$ cat config.mk
export PLATFORM = sky130hd
export DESIGN_NAME = vga_frame_streamer
export DESIGN_NICKNAME = d
export VERILOG_FILES = /design/src/rtl/vga_frame_streamer.sv
export SDC_FILE = /design/constraint.sdc
export NUM_CORES = 1
export LEC_CHECK = 0
export ABC_AREA = 1
export BUFFER_PORTS_ARGS = -buffer_cell sky130_fd_sc_hd__buf_2
export CAP_MARGIN = 15
export CORE_MARGIN = 4
export CORE_UTILIZATION = 40
export CTS_CLUSTER_DIAMETER = 60
export DETAILED_ROUTE_END_ITERATION = 8
export PLACE_DENSITY = 0.64
export SYNTH_ARGS = -nofsm -noshare
export SYNTH_HDL_FRONTEND = slang
export SYNTH_SLANG_ARGS = --single-unit
$ cat constraint.sdc
create_clock -name clk -period 2.5 [get_ports clk]
set_input_delay 0.125 -clock clk [delete_from_list [all_inputs] [get_ports clk]]
set_output_delay 0.125 -clock clk [all_outputs]
set_load 0.01 [all_outputs]
$ cat src/rtl/vga_frame_streamer.sv
// 640x480@60 VGA scan-out: timing counters, fixed-latency framebuffer fetch of 4-pixel
// grayscale words, and a 2-clock output pipe. Starts/stops only on frame boundaries.
module vga_frame_streamer #(
  parameter int H_ACTIVE  = 640,
  parameter int H_FP      = 16,
  parameter int H_SYNC    = 96,
  parameter int H_BP      = 48,
  parameter int V_ACTIVE  = 480,
  parameter int V_FP      = 10,
  parameter int V_SYNC    = 2,
  parameter int V_BP      = 33,
  parameter int ADDR_W    = 17,
  parameter int BASE_ADDR = 0
) (
  input  logic              clk,
  input  logic              reset,
  input  logic              enable,
  output logic              rd_en,
  output logic [ADDR_W-1:0] rd_addr,
  input  logic [31:0]       rd_data,
  output logic              hsync,
  output logic              vsync,
  output logic [7:0]        red,
  output logic [7:0]        green,
  output logic [7:0]        blue,
  output logic              visible,
  output logic              frame_start,
  output logic              busy
);

  localparam int H_TOT = H_ACTIVE + H_FP + H_SYNC + H_BP;
  localparam int V_TOT = V_ACTIVE + V_FP + V_SYNC + V_BP;
  localparam int HW    = $clog2(H_TOT);
  localparam int VW    = $clog2(V_TOT);

  localparam logic [HW-1:0] H_LAST  = HW'(H_TOT - 1);
  localparam logic [HW-1:0] H_ACT_C = HW'(H_ACTIVE);
  localparam logic [HW-1:0] H_SS    = HW'(H_ACTIVE + H_FP);
  localparam logic [HW-1:0] H_SE    = HW'(H_ACTIVE + H_FP + H_SYNC);
  localparam logic [VW-1:0] V_LAST  = VW'(V_TOT - 1);
  localparam logic [VW-1:0] V_ACT_C = VW'(V_ACTIVE);
  localparam logic [VW-1:0] V_SS    = VW'(V_ACTIVE + V_FP);
  localparam logic [VW-1:0] V_SE    = VW'(V_ACTIVE + V_FP + V_SYNC);

  typedef enum logic [1:0] {S_IDLE, S_RUN, S_DRAIN} state_t;

  state_t            r_state;
  state_t            w_state_nxt;
  logic              r_drain;
  logic [HW-1:0]     r_h;
  logic [VW-1:0]     r_v;
  logic [ADDR_W-1:0] r_addr_hold;

  logic              w_run;
  logic              w_frame_end;
  logic              w_fetch;
  logic [ADDR_W-1:0] w_addr;
  logic              w_vis_p0;
  logic              w_hs_p0;
  logic              w_vs_p0;
  logic              w_fs_p0;

  logic              r_vis_p1;
  logic              r_hs_p1;
  logic              r_vs_p1;
  logic              r_fs_p1;
  logic              r_rd_p1;
  logic [1:0]        r_lane_p1;
  logic [31:0]       r_word_p1;
  logic [31:0]       w_word_p1;

  logic              r_vis_p2;
  logic              r_hs_p2;
  logic              r_vs_p2;
  logic              r_fs_p2;
  logic [7:0]        r_pix_p2;

  function automatic logic [7:0] sel_lane(input logic [31:0] word, input logic [1:0] lane);
    case (lane)
      2'd0:    return word[7:0];
      2'd1:    return word[15:8];
      2'd2:    return word[23:16];
      default: return word[31:24];
    endcase
  endfunction

  always_comb begin
    w_state_nxt = r_state;
    case (r_state)
      S_IDLE:  if (enable) w_state_nxt = S_RUN;
      S_RUN:   if (w_frame_end && !enable) w_state_nxt = S_DRAIN;
      S_DRAIN: if (r_drain) w_state_nxt = S_IDLE;
      default: w_state_nxt = S_IDLE;
    endcase
  end

  always_ff @(posedge clk or posedge reset) begin
    if (reset) begin
      r_state <= S_IDLE;
      r_drain <= 1'b0;
    end else begin
      r_state <= w_state_nxt;
      r_drain <= (r_state == S_DRAIN) ? ~r_drain : 1'b0;
    end
  end

  // ---- stage 0: raster counters and framebuffer fetch ----
  assign w_run       = (r_state == S_RUN);
  assign w_frame_end = (r_h == H_LAST) && (r_v == V_LAST);

  always_ff @(posedge clk or posedge reset) begin
    if (reset) begin
      r_h <= '0;
      r_v <= '0;
    end else if (w_run) begin
      if (r_h == H_LAST) begin
        r_h <= '0;
        r_v <= (r_v == V_LAST) ? '0 : r_v + VW'(1);
      end else begin
        r_h <= r_h + HW'(1);
      end
    end else begin
      r_h <= '0;
      r_v <= '0;
    end
  end

  assign w_vis_p0 = w_run && (r_h < H_ACT_C) && (r_v < V_ACT_C);
  assign w_fetch  = w_vis_p0 && (r_h[1:0] == 2'b00);
  assign w_addr   = ADDR_W'(32'(BASE_ADDR) + 32'(r_v) * 32'(H_ACTIVE / 4) + 32'(r_h[HW-1:2]));
  assign w_hs_p0  = !(w_run && (r_h >= H_SS) && (r_h < H_SE));
  assign w_vs_p0  = !(w_run && (r_v >= V_SS) && (r_v < V_SE));
  assign w_fs_p0  = w_run && (r_h == '0) && (r_v == '0);

  assign rd_en   = w_fetch;
  assign rd_addr = w_fetch ? w_addr : r_addr_hold;

  always_ff @(posedge clk or posedge reset) begin
    if (reset) begin
      r_addr_hold <= '0;
    end else if (w_fetch) begin
      r_addr_hold <= w_addr;
    end
  end

  // ---- stage 1: word capture; the lane-0 pixel is taken straight off rd_data ----
  always_ff @(posedge clk or posedge reset) begin
    if (reset) begin
      r_vis_p1  <= 1'b0;
      r_hs_p1   <= 1'b1;
      r_vs_p1   <= 1'b1;
      r_fs_p1   <= 1'b0;
      r_rd_p1   <= 1'b0;
      r_lane_p1 <= 2'b00;
    end else begin
      r_vis_p1  <= w_vis_p0;
      r_hs_p1   <= w_hs_p0;
      r_vs_p1   <= w_vs_p0;
      r_fs_p1   <= w_fs_p0;
      r_rd_p1   <= w_fetch;
      r_lane_p1 <= r_h[1:0];
    end
  end

  assign w_word_p1 = r_rd_p1 ? rd_data : r_word_p1;

  always_ff @(posedge clk or posedge reset) begin
    if (reset) begin
      r_word_p1 <= '0;
    end else begin
      r_word_p1 <= w_word_p1;
    end
  end

  // ---- stage 2: registered outputs, blanked outside the visible area ----
  always_ff @(posedge clk or posedge reset) begin
    if (reset) begin
      r_vis_p2 <= 1'b0;
      r_hs_p2  <= 1'b1;
      r_vs_p2  <= 1'b1;
      r_fs_p2  <= 1'b0;
      r_pix_p2 <= 8'h00;
    end else begin
      r_vis_p2 <= r_vis_p1;
      r_hs_p2  <= r_hs_p1;
      r_vs_p2  <= r_vs_p1;
      r_fs_p2  <= r_fs_p1;
      r_pix_p2 <= r_vis_p1 ? sel_lane(w_word_p1, r_lane_p1) : 8'h00;
    end
  end

  assign hsync       = r_hs_p2;
  assign vsync       = r_vs_p2;
  assign red         = r_pix_p2;
  assign green       = r_pix_p2;
  assign blue        = r_pix_p2;
  assign visible     = r_vis_p2;
  assign frame_start = r_fs_p2;
  assign busy        = (r_state != S_IDLE);

endmodule

### Word level (Yosys, flattened, before mapping)

Cells that the tools add are included.

* logic and storage cells: 73
* flip-flop bits (word level): 91
* input port bits: 35
* output and inout bits: 47

* $add $sub $neg: 3
* multiplexer cells: 14
* reductions and logical operators: 21
* eq/ne operators: 10
* multiply operators: 1
* bitwise gates (word level): 1
* $lt $le $gt $ge: 6

Operators by type and width (number)
* 2-to-1 mux 10 bit: 5
* 2-to-1 mux 32 bit: 1
* one-hot mux 8 bit (3 select lines): 1
* adder 10 x 1 -> 10 bit, second input constant: 2
* equality test 10 bit, second input constant: 2
* logical NOT 10 bit: 2
* < comparator 10 bit, second input constant: 2
* < comparator 10 x 9 -> 1 bit, second input constant: 2
* adder 17 x 8 -> 17 bit: 1
* 2-to-1 mux 17 bit: 1
* multiplier 10 x 3 -> 12 bit, second input constant: 1
* logical AND 1 bit: 11
* >= comparator 10 bit, second input constant: 1
* >= comparator 10 x 9 -> 1 bit, second input constant: 1
* 2-to-1 mux 8 bit: 1
* logical NOT 2 bit: 3
* 2-to-1 mux 2 bit: 3
* one-hot mux 2 bit (3 select lines): 1
* equality test 2 x 1 -> 1 bit, second input constant: 2
* equality test 2 bit, second input constant: 2
* inequality test 2 x 1 -> 1 bit, second input constant: 2
* inequality test 2 bit, second input constant: 2
* logical NOT 1 bit: 3
* AND reduction 3 bit: 1
* 3 further kinds: 3

### Longest topological paths before layout

* word-level depth: 5
* depth in mapped cells: 14
* mapped depth without buffers: 14

### Least setup slack after synthesis

OpenSTA, ideal clock, no wires.

* kind: flip-flop to output port
* start point: register r_v[1]
* end point: output rd_addr[16]
* cell stages (with the launch flop): 13
* data arrival time: 2.275 ns
* required time: 2.375 ns
* setup slack: 0.100 ns
* path buffers: 0
* path through: dfrtp_1 -> ha_1 -> ha_1 -> fa_1 -> xor2_1 -> inv_1 -> nor2_2 -> nand3_1 -> nor2_2 -> nand2_1 -> nand2_1 -> nand3_1 -> nand2_1

* cells in the longest elaborated chain, start to end: 4
* elaborated cells on any way between the ends: 6
* those cells by class: add/sub (1); mul (1); order compare (1); mux (1); reduce/logical (2)

Ends and longest elaborated chain
* from (decl): RTL line 51 `logic [VW-1:0] r_v;`
* from (signal assigned): RTL line 118 `r_v <= (r_v == V_LAST) ? '0 : r_v + VW'(1);`
* parallel branches: the longest is 3 deep, another holds adder 17 x 8 -> 17 bit
* 2-to-1 mux 17 bit *
* to (decl): RTL line 19 `output logic [ADDR_W-1:0] rd_addr,`

Every way passes the cells marked *.

### Worst setup path after layout

Same ends and word-level chain as after synthesis.

==> reports/qor.txt <==
Number of buffers created by CTS = 9
Worst Slack Setup Final = -277 ps
Share of cells above drive strength 1 = 36.1%
Number of vias per cell = 5.14
Setup crit start kind = flop
Most frequent cell after synthesis = nand2_1
Final non-filler cell total = 728
Root buf cell = clkbuf_16
FF-to-FF path depth = 12
Number of diodes = 0
First-pass GRT wire length = 17.7 mm
H-tree Lvls = 3
Top cell type's share of synthesized area = 45.6%
Failing checks = negative setup slack
Total die area = 0.0137 mm^2
Grt met2 use = 27.6%
HP Start = rd_data[27]
Clk sinks = 91
Gpl congestion = 0.872
Distinct cells, synth = 44
Slew HR = 59.8%
Die Span Y = 117 um
Max_cap viols = 0
Clk_lat worst skew = 350 ps
Std-Cell Rows = 39
Bufs on Longest Clock Path = 2
Placed cells = 706
Final setup fails = 7
Core area = 0.0116 mm^2
Initial Util = 41.3%
RSZ-0062 raised after global routing = yes
DP HPWL = 7.87 mm
Hold Path Depth = 2
Syn nets = 552
Global Route met3 Usage = 3.14%
Peak supply drop = 0.000454 V
Pin count of the biggest net entering global routing = 55
Critical path arrival = 2650 ps
Grt peak-use layer = met2
Nets@finish = 640
Initial DRC Count = 291
CP Capture Type = output port
Dominant synthesized flop cell = dfrtp_1
Outcome = complete, but fails checks
CP Cell Sequence = ha_4, ha_4, fa_2, nand2_2, inv_2, nand2_2, nor2_4, nand3_4, nor2_4, nand2_1, nand2_1, nand3_1, nand2_1, buf_2
Main area contributors after synthesis = dfrtp_1, nand2_1, mux2_2
Worst slew pin tran = 601 ps
Worst Hold Endpoint = r_word_p1[27]
Mean Syn Cell Area = 9.70 um^2
Max-slew violation count = 0
Final hold vios = 0
Peak Freq = 360 MHz
Worst r2r dst = r_addr_hold[16]
TritonCTS clock tree = built
Vias in the first global route = 3581
Io pins = 82
Most frequent cells after synthesis = nand2_1, dfrtp_1, inv_1
Cells after Synth = 492
Die W = 117 um
Critical path's largest stage delay = 560 ps
Fin crit share = 111%
Biggest area consumer among synthesized cells = dfrtp_1
Post-Syn Area = 0.00477 mm^2
Cell mode on critical path = nand2_1
Routed wire per std cell = 15.2 um
Fin crit period = 2780 ps
CP max-delay cell = fa_2
Number of flops mapped to enable cells by yosys = 0
Synth warnings = 0
Gr ovfl total = 0
Clk pin slew, worst setup/hold paths = 80 ps
Residual DRC = 0
Via count = 3739
HP Class = in -> reg
CP Class = reg -> out
Seq/Total Area, Yosys = 47.8%
Synth Register Bits = 91
CP Max Fanout = 3
Place WS = -44.8 ps
CP Data Required Time = 2380 ps
Power per cell area = 902 mW/mm^2
Async set-reset flop share out of synthesis = 100%
Setup Skew = 9.24 ps
GR Util met1 = 21.7%
Lkg Pwr = 2.77 nW
Worst reg-to-reg setup slack = 230 ps
Total GRT Usage = 16.6%
WL final = 11.0 mm
Synthesis-to-layout area growth = 22.0%
RR Startpoint = r_v[1]
Antenna violations before repair = 0
Count of TritonRoute iterations in the first routing pass = 5
Number of routed nets with antenna violations = 0
Buffers on Ports = 81
==> repair_timing <==
| action | in CTS | in global routing |
|---|---|---|
| endpoints found under the setup margin | 7 | 8 |
| hold buffers | 1 | 0 |
| gates resized for setup | 19 | 16 |
| pin swaps | 11 | 9 |
| endpoints found under the hold margin | 38 | 0 |
| buffers inserted | 5 | 2 |
==> through the flow <==
stage / util, % / hold WS [ps] / setup TNS (ps) / cell area, um^2 / total power [mW]
CTS: 49.7 / 1.52 / -1680 / 5750 / 5.31
global placement: 45.8 / 45.3 / 0 / 5300 / 3.86
detailed placement: 45.8 / 54.4 / -110 / 5300 / 3.92
finish: 50.3 / 14.3 / -1630 / 5820 / 5.25
floorplan: - / 289 / 0 / 4770 / 3.54
global route: 50.3 / 10.6 / -2350 / 5820 / 5.63
==> placed cells by master (no fill, tap or decap), types with 8 or more instances in the layout <==
master	instances
buf_4	17
inv_1	45
nand2_2	10
o21ai_2	10
nor2_1	32
a21oi_1	13
ha_1	15
buf_2	81
nand2_1	91
mux2_2	32
nand3_1	20
a31oi_1	9
o21ai_0	25
nand4_1	8
clkbuf_16	9
dfrtp_1	86
==> cells by family (layout without fill, tap and decap cells) <==
logic type / after synthesis / after routing / share of synthesized area [%]
and+or+nand+nor: 192 / 192 / 19.7
DFF: 91 / 91 / 47.8
AOI/OAI and AO/OA: 69 / 69 / 8.76
xor gates and xnor gates: 8 / 8 / 1.47
muxes: 32 / 32 / 7.55
adders and majority gates: 25 / 25 / 6.87
buffers and inverters: 75 / 168 / 7.82
==> critical path: cells and delay by family, from the launching register on <==
| kind | cells | cell delay [ps] |
|---|---|---|
| fa+ha+maj | 3 | 980 |
| buf+inv | 2 | 200 |
| flops | 1 | 420 |
| simple gates | 9 | 690 |
==> flip-flops by register name, indices dropped and copies added (netlist names), 2 cells and up <==
register	cells
blue	8
r_addr_hold	17
r_h	10
r_lane_p1	2
r_state	2
r_v	10
r_word_p1	32
==> worst max-delay path by stage <==
stage	start	endpoint	slack, ps	cells after the start
finish	r_v[1]	rd_addr[16]	-280	14
global route	r_v[1]	rd_addr[15]	-380	13
CTS	r_v[3]	rd_addr[16]	-320	14
detailed placement	r_v[1]	rd_addr[16]	-40	13
global placement	r_v[1]	rd_addr[15]	20	13
floorplan	reset	blue[0]	20	1
==> power breakdown <==
group	internal [mW]	switching, mW
Sequential	1.89	0.209
Combinational	0.713	1.06
Clock	0.711	0.663
Total	3.31	1.93
==> per-layer routing <==
metal  vias to the layer above  wire length, um
li1                       1807                -
met1                      1790             4900
met2                       123             5370
met3                        19              587
met4                         0              188
met5                         -                0
==> layout make-up <==
class,count,area [um^2]
Clock buffer,9,225
Clock inverter,7,76.3
Fill cell,1039,5750
Inverter,50,194
Multi-Input combinational cell,326,2270
Sequential cell,91,2280
Tap cell,143,179
Timing Repair Buffer,102,586
No activity file was read; power rests on OpenSTA's default activity.
